==> src/rtl/fetch_unit_pkg.sv <==
// Shared rv32i core definitions: PC-op codes, fetch FSM states, NOP encoding.
// The HALT state exists only when FETCH_MISALIGN_TRAP_EN is defined.
package fetch_unit_pkg;

  typedef enum logic [2:0] {
    PcIncr   = 3'd0,
    PcJAL    = 3'd1,
    PcJALR   = 3'd2,
    PcBranch = 3'd3
  } pc_op_e;

  typedef enum logic [2:0] {
    S_REQ   = 3'd0,
    S_RESP  = 3'd1,
    S_ISSUE = 3'd2,
`ifdef FETCH_MISALIGN_TRAP_EN
    S_EXEC  = 3'd3,
    S_HALT  = 3'd4
`else
    S_EXEC  = 3'd3
`endif
  } fu_state_e;

  localparam logic [31:0] INST_NOP = 32'h0000_0013;

endpackage

==> src/rtl/fetch_unit_pc_next.sv <==
// Combinational next-PC adder/mux. Without FETCH_MISALIGN_TRAP_EN the target is
// word-aligned by force and misaligned_o is constant 0.
module pc_next
  import fetch_unit_pkg::*;
#(
  parameter int XLEN = 32
) (
  input  logic [XLEN-1:0] pc_i,
  input  logic [2:0]      op_i,
  input  logic [XLEN-1:0] imm_i,
  input  logic [XLEN-1:0] rs1_i,
  output logic [XLEN-1:0] next_pc_o,
  output logic            misaligned_o
);

  logic [XLEN-1:0] raw;

  always_comb begin
    raw = pc_i + XLEN'(4);
    case (op_i)
      PcJAL, PcBranch: raw = pc_i + imm_i;
      PcJALR:          raw = (rs1_i + imm_i) & ~XLEN'(1);
      default:         raw = pc_i + XLEN'(4);
    endcase
  end

`ifdef FETCH_MISALIGN_TRAP_EN
  assign next_pc_o    = raw;
  assign misaligned_o = raw[1];
`else
  assign next_pc_o    = {raw[XLEN-1:2], 2'b00};
  assign misaligned_o = 1'b0;
`endif

endmodule

==> src/rtl/fetch_unit.sv <==
// rv32i multi-cycle fetch unit: PC, one imem read per instruction, decode issue,
// wait for retire. Optional misaligned-target trap via FETCH_MISALIGN_TRAP_EN.
module fetch_unit
  import fetch_unit_pkg::*;
#(
  parameter int              XLEN     = 32,
  parameter logic [XLEN-1:0] RESET_PC = '0
) (
  input  logic            i_clk,
  input  logic            i_rst,
  input  logic [2:0]      i_fu_pc_op_data,
  input  logic [XLEN-1:0] i_fu_imm,
  input  logic [XLEN-1:0] i_fu_rs1_data,
  input  logic            i_eu_retire,
  output logic            o_im_arvalid,
  input  logic            i_im_arready,
  output logic [XLEN-1:0] o_im_araddr,
  input  logic            i_im_rvalid,
  output logic            o_im_rready,
  input  logic [31:0]     i_im_rdata,
  output logic            o_du_inst_valid,
  input  logic            i_du_inst_ready,
  output logic [31:0]     o_du_inst,
  output logic [XLEN-1:0] o_du_pc,
  output logic            o_fu_misaligned
);

  fu_state_e       state_q;
  logic [XLEN-1:0] pc_q, pc_d;
  logic [31:0]     inst_q;
  logic            misaligned;

  pc_next #(.XLEN(XLEN)) u_pc_next (
    .pc_i         (pc_q),
    .op_i         (i_fu_pc_op_data),
    .imm_i        (i_fu_imm),
    .rs1_i        (i_fu_rs1_data),
    .next_pc_o    (pc_d),
    .misaligned_o (misaligned)
  );

`ifdef FETCH_MISALIGN_TRAP_EN
  logic mis_q;
`endif

  always_ff @(posedge i_clk) begin
    if (i_rst) begin
      state_q <= S_REQ;
      pc_q    <= RESET_PC;
      inst_q  <= INST_NOP;
`ifdef FETCH_MISALIGN_TRAP_EN
      mis_q   <= 1'b0;
`endif
    end else begin
      case (state_q)
        S_REQ:   if (i_im_arready) state_q <= S_RESP;
        S_RESP:  if (i_im_rvalid) begin
                   inst_q  <= i_im_rdata;
                   state_q <= S_ISSUE;
                 end
        S_ISSUE: if (i_du_inst_ready) state_q <= S_EXEC;
        S_EXEC:  if (i_eu_retire) begin
                   pc_q <= pc_d;
`ifdef FETCH_MISALIGN_TRAP_EN
                   // The faulting target is kept in the PC for inspection.
                   if (misaligned) begin
                     mis_q   <= 1'b1;
                     state_q <= S_HALT;
                   end else begin
                     state_q <= S_REQ;
                   end
`else
                   state_q <= S_REQ;
`endif
                 end
        default: state_q <= state_q;
      endcase
    end
  end

  assign o_im_arvalid    = (state_q == S_REQ);
  assign o_im_rready     = (state_q == S_RESP);
  assign o_du_inst_valid = (state_q == S_ISSUE);
  assign o_im_araddr     = pc_q;
  assign o_du_pc         = pc_q;
  assign o_du_inst       = inst_q;
`ifdef FETCH_MISALIGN_TRAP_EN
  assign o_fu_misaligned = mis_q;
`else
  assign o_fu_misaligned = misaligned;
`endif

endmodule

==> config.mk <==
export PLATFORM = sky130hd
export DESIGN_NAME = fetch_unit
export DESIGN_NICKNAME = d
export VERILOG_FILES = /design/src/rtl/fetch_unit_pkg.sv /design/src/rtl/fetch_unit_pc_next.sv /design/src/rtl/fetch_unit.sv
export SDC_FILE = /design/constraint.sdc
export NUM_CORES = 1
export LEC_CHECK = 0
export ABC_CLOCK_PERIOD_IN_PS = 7300
export CORE_UTILIZATION = 30
export CTS_CLUSTER_SIZE = 28
export DETAILED_ROUTE_END_ITERATION = 7
export GPL_ROUTABILITY_DRIVEN = 0
export SLEW_MARGIN = 20
export SYNTH_ARGS = -nofsm -noshare
export SYNTH_HDL_FRONTEND = slang
export SYNTH_SLANG_ARGS = --single-unit
==> constraint.sdc <==
create_clock -name i_clk -period 7.3 [get_ports i_clk]
set_clock_uncertainty 0.1 [all_clocks]
set_input_delay 1.825 -clock i_clk [delete_from_list [all_inputs] [get_ports i_clk]]
set_output_delay 1.825 -clock i_clk [all_outputs]
set_load 0.03 [all_outputs]
==> impl_metrics.yaml <==
critical_path:
  crit_slowest_cell: "clkdlybuf4s50_1"
  cpLargestDelayFamily: "compound AO/OA/AOI/OAI gates"
  crit_fanout: 30
  crit_buf_inv: 2
  worstPathCellList: "clkdlybuf4s50_1, nor2b_2, buf_4, nand2b_1, ha_1, fa_1, a21o_1, a21oi_2, o21a_1, o21ai_4, a31o_4, a21oi_2, o31ai_4, a221oi_2, xor2_1, a2111oi_2"
  max_stage_delay_ps: 510
  critPathKind: "primary input to flip-flop"
  crit_top_cell: "a21oi_2"
  start_kind: "primary input"
  cp.required_ps: 7440
  worstPathArrival_ps: 5580
  end_kind: "flip-flop"
die:
  rows: 50
  dieHeight_um: 142
  ios: 205
  die_area_mm2: 0.0201
  core-area_mm2: 0.0189
  initial_core_util_pct: 31.0
  die_x_um: 142
global_routing:
  grt_max_degree: 65
  antenna_found_initial: 1
  grt_pass1_wl_mm: 28.6
  grt_usage_pct: 18.0
  grt_pass1_vias: 5542
  overflow: 0
timing:
  fin_crit_sh_pct: 74.5
  tightestPinTransition_ps: 733
  rsz0062_at_grt: "false"
  setup_violations: 0
  finalHoldViolations: 0
  slew_violations: 0
  relSlewSlack_pct: 51.0
  period_needed_ps: 5440
  setup_tns_ps: 0
  max_freq_ghz: 0.184
clock_tree:
  cts_root_buf: "clkbuf_16"
  clk_pin_slew_ps: 60
  clock_tree.buffer_depth: 2
  cts_resized: 0
  clock_sinks: 64
  clock_latency_ps: 340
  cts_setup_buffers: 0
  tritoncts: "built"
  cts_hold_buf: 0
  cts_buffers: 9
  htree_levels: 3
yosys:
  synth-main-ff-cell: "dfxtp_1"
  yosysMostFrequentCell: "nand2_1"
  yosysWarnings: 0
  yosysTopAreaCell: "dfxtp_1"
  synth_enable_flop_cells: 0
  synth_fa_ha_area_share_pct: 13.8
  async_flop_share_pct: 0
  synth_cell_types: 68
  synthSimpleGateAreaFrac_pct: 22.7
  netlist.area_leader.share_pct: 21.9
  seq_area_frac_synth_pct: 21.9
  synth_xor_area_share_pct: 6.88
  synth_area_leaders: "dfxtp_1, ha_1, nand2_1"
  synth_top_family_by_area: "compound AO/OA/AOI/OAI gates"
  synthMuxAreaShare_pct: 0.342
  synth_seq_cells: 64
  synth_cells: 775
  synthesis.area_mm2: 0.00585
  synthTopCellsByCount: "nand2_1, a21oi_1, nor2_1, dfxtp_1, ha_1"
  avgSynthCellArea_um2: 7.55
  synth_compound_area_share_pct: 26.9
final_layout:
  layout-drive-gt1-share_pct: 4.95
  nets: 1094
  layout.cells.non_filler: 1190
  diodes: 0
  fillers: 1974
  area_growth_pct: 39.0
  regArea_mm2: 0.00128
  multi_input_area_mm2: 0.00416
drt:
  wl_per_cell_um: 15.1
  antenna_left: 0
  firstDrtPassIters: 4
  route.detailed.drc: 0
  via_per_inst: 4.86
  wl_mm: 18.0
  num_vias: 5786
  drtIter0Drc: 273
pwr:
  clkPwrFrac_pct: 29.9
  switchingPower_uw: 548
  p_sw_share_pct: 37.3
  power_per_cell_area_mw_per_mm2: 180
  comb_power_share_pct: 41.8
  ir_worst_vdd_mv: 0.106
  leakage_nw: 3.31
  sequentialPowerShare_pct: 28.3
  p_int_uw: 919
min_path:
  hold_path.class: "flip-flop to flip-flop"
place:
  io_buffers: 199
  place_inst: 1174
  hpwl_mm: 14.2
flow_run:
  max-cap-violations: 0
status:
  outcome: "finished, final reports clean"
-- power by group through the flow --
stage,registers [mW],clock network (mW),logic [mW]
2_1_floorplan,0.482,0,0.340
3_3_place_gp,0.423,0,0.610
3_5_place_dp,0.424,0,0.613
4_1_cts,0.416,0.450,0.617
5_1_grt,0.420,0.461,0.673
6_report,0.416,0.438,0.613
-- state kept, by name (all words and copies together) (netlist names) --
| name | cells |
|---|---|
| o_du_pc | 30 |
| state_q | 2 |
| o_du_inst | 32 |
-- logic make-up after synthesis --
family          Yosys count
simple gates            285
other cells               1
buf+inv                  81
fa+ha+maj                64
xor+xnor                 46
mux                       2
compound gates          232
flops                    64
-- worst register-to-register path, cell delays in order, from the launching register on --
cell and delay (ps):
dfxtp_1 360, ha_1 260, fa_1 400, a21o_1 200
a21oi_2 200, o21a_1 230, o21ai_4 110, a31o_4 260
a21oi_2 260, o31ai_4 120, a221oi_2 260, xor2_1 110
a2111oi_2 340
-- metrics by stage --
stage / hold slack (ps) / util [%] / area (um2) / setup WS, ps / power [mW]
after floorplan: 418 / - / 5870 / 2290 / 0.822
after global placement: 342 / 41.5 / 7840 / 1580 / 1.03
after detailed placement: 346 / 41.5 / 7840 / 1480 / 1.04
after CTS: 353 / 43.1 / 8140 / 1820 / 1.48
after global routing: 366 / 43.1 / 8140 / 1570 / 1.55
final: 350 / 43.1 / 8140 / 1860 / 1.47
-- layout make-up --
class	instances	share of cell area, %
Multi-Input combinational cell	634	51.2
Timing Repair Buffer	204	24.9
Sequential cell	64	15.7
Tap cell	260	4.00
Clock buffer	10	2.81
Clock inverter	6	0.861
Inverter	12	0.554
-- worst paths after layout --
| path | end | cells past startpoint | startpoint | slack (ps) |
|---|---|---|---|---|
| hold reg to reg | o_du_inst[11] | 2 | o_du_inst[11] | 350 |
| hold / removal | o_du_inst[11] | 2 | o_du_inst[11] | 350 |
| setup reg to reg | o_du_pc[30] | 12 | o_du_pc[2] | 3980 |
| setup / recovery | o_du_pc[30] | 16 | i_fu_pc_op_data[0] | 1860 |
-- placed cells by master (no fill, tap or decap), types with 16 or more instances in the layout --
cell and count:
xnor2_1 30, o21ai_0 30, clkdlybuf4s50_1 198, and2_1 34, a211oi_1 19, dfxtp_1 64
a21oi_1 75, xor2_1 16, nor3_1 24, nor2_1 70, a21o_1 40, nand2_1 104
ha_1 63
-- metal layers --
layer  track usage (%)  wire [um]  vias up
li1                  -          -     3018
met1              23.4       8440     2582
met2              29.9       8280      178
met3              4.02       1190        6
met4              4.41         85        2
met5                 0         13        -
No activity file was read; power rests on OpenSTA's default activity.
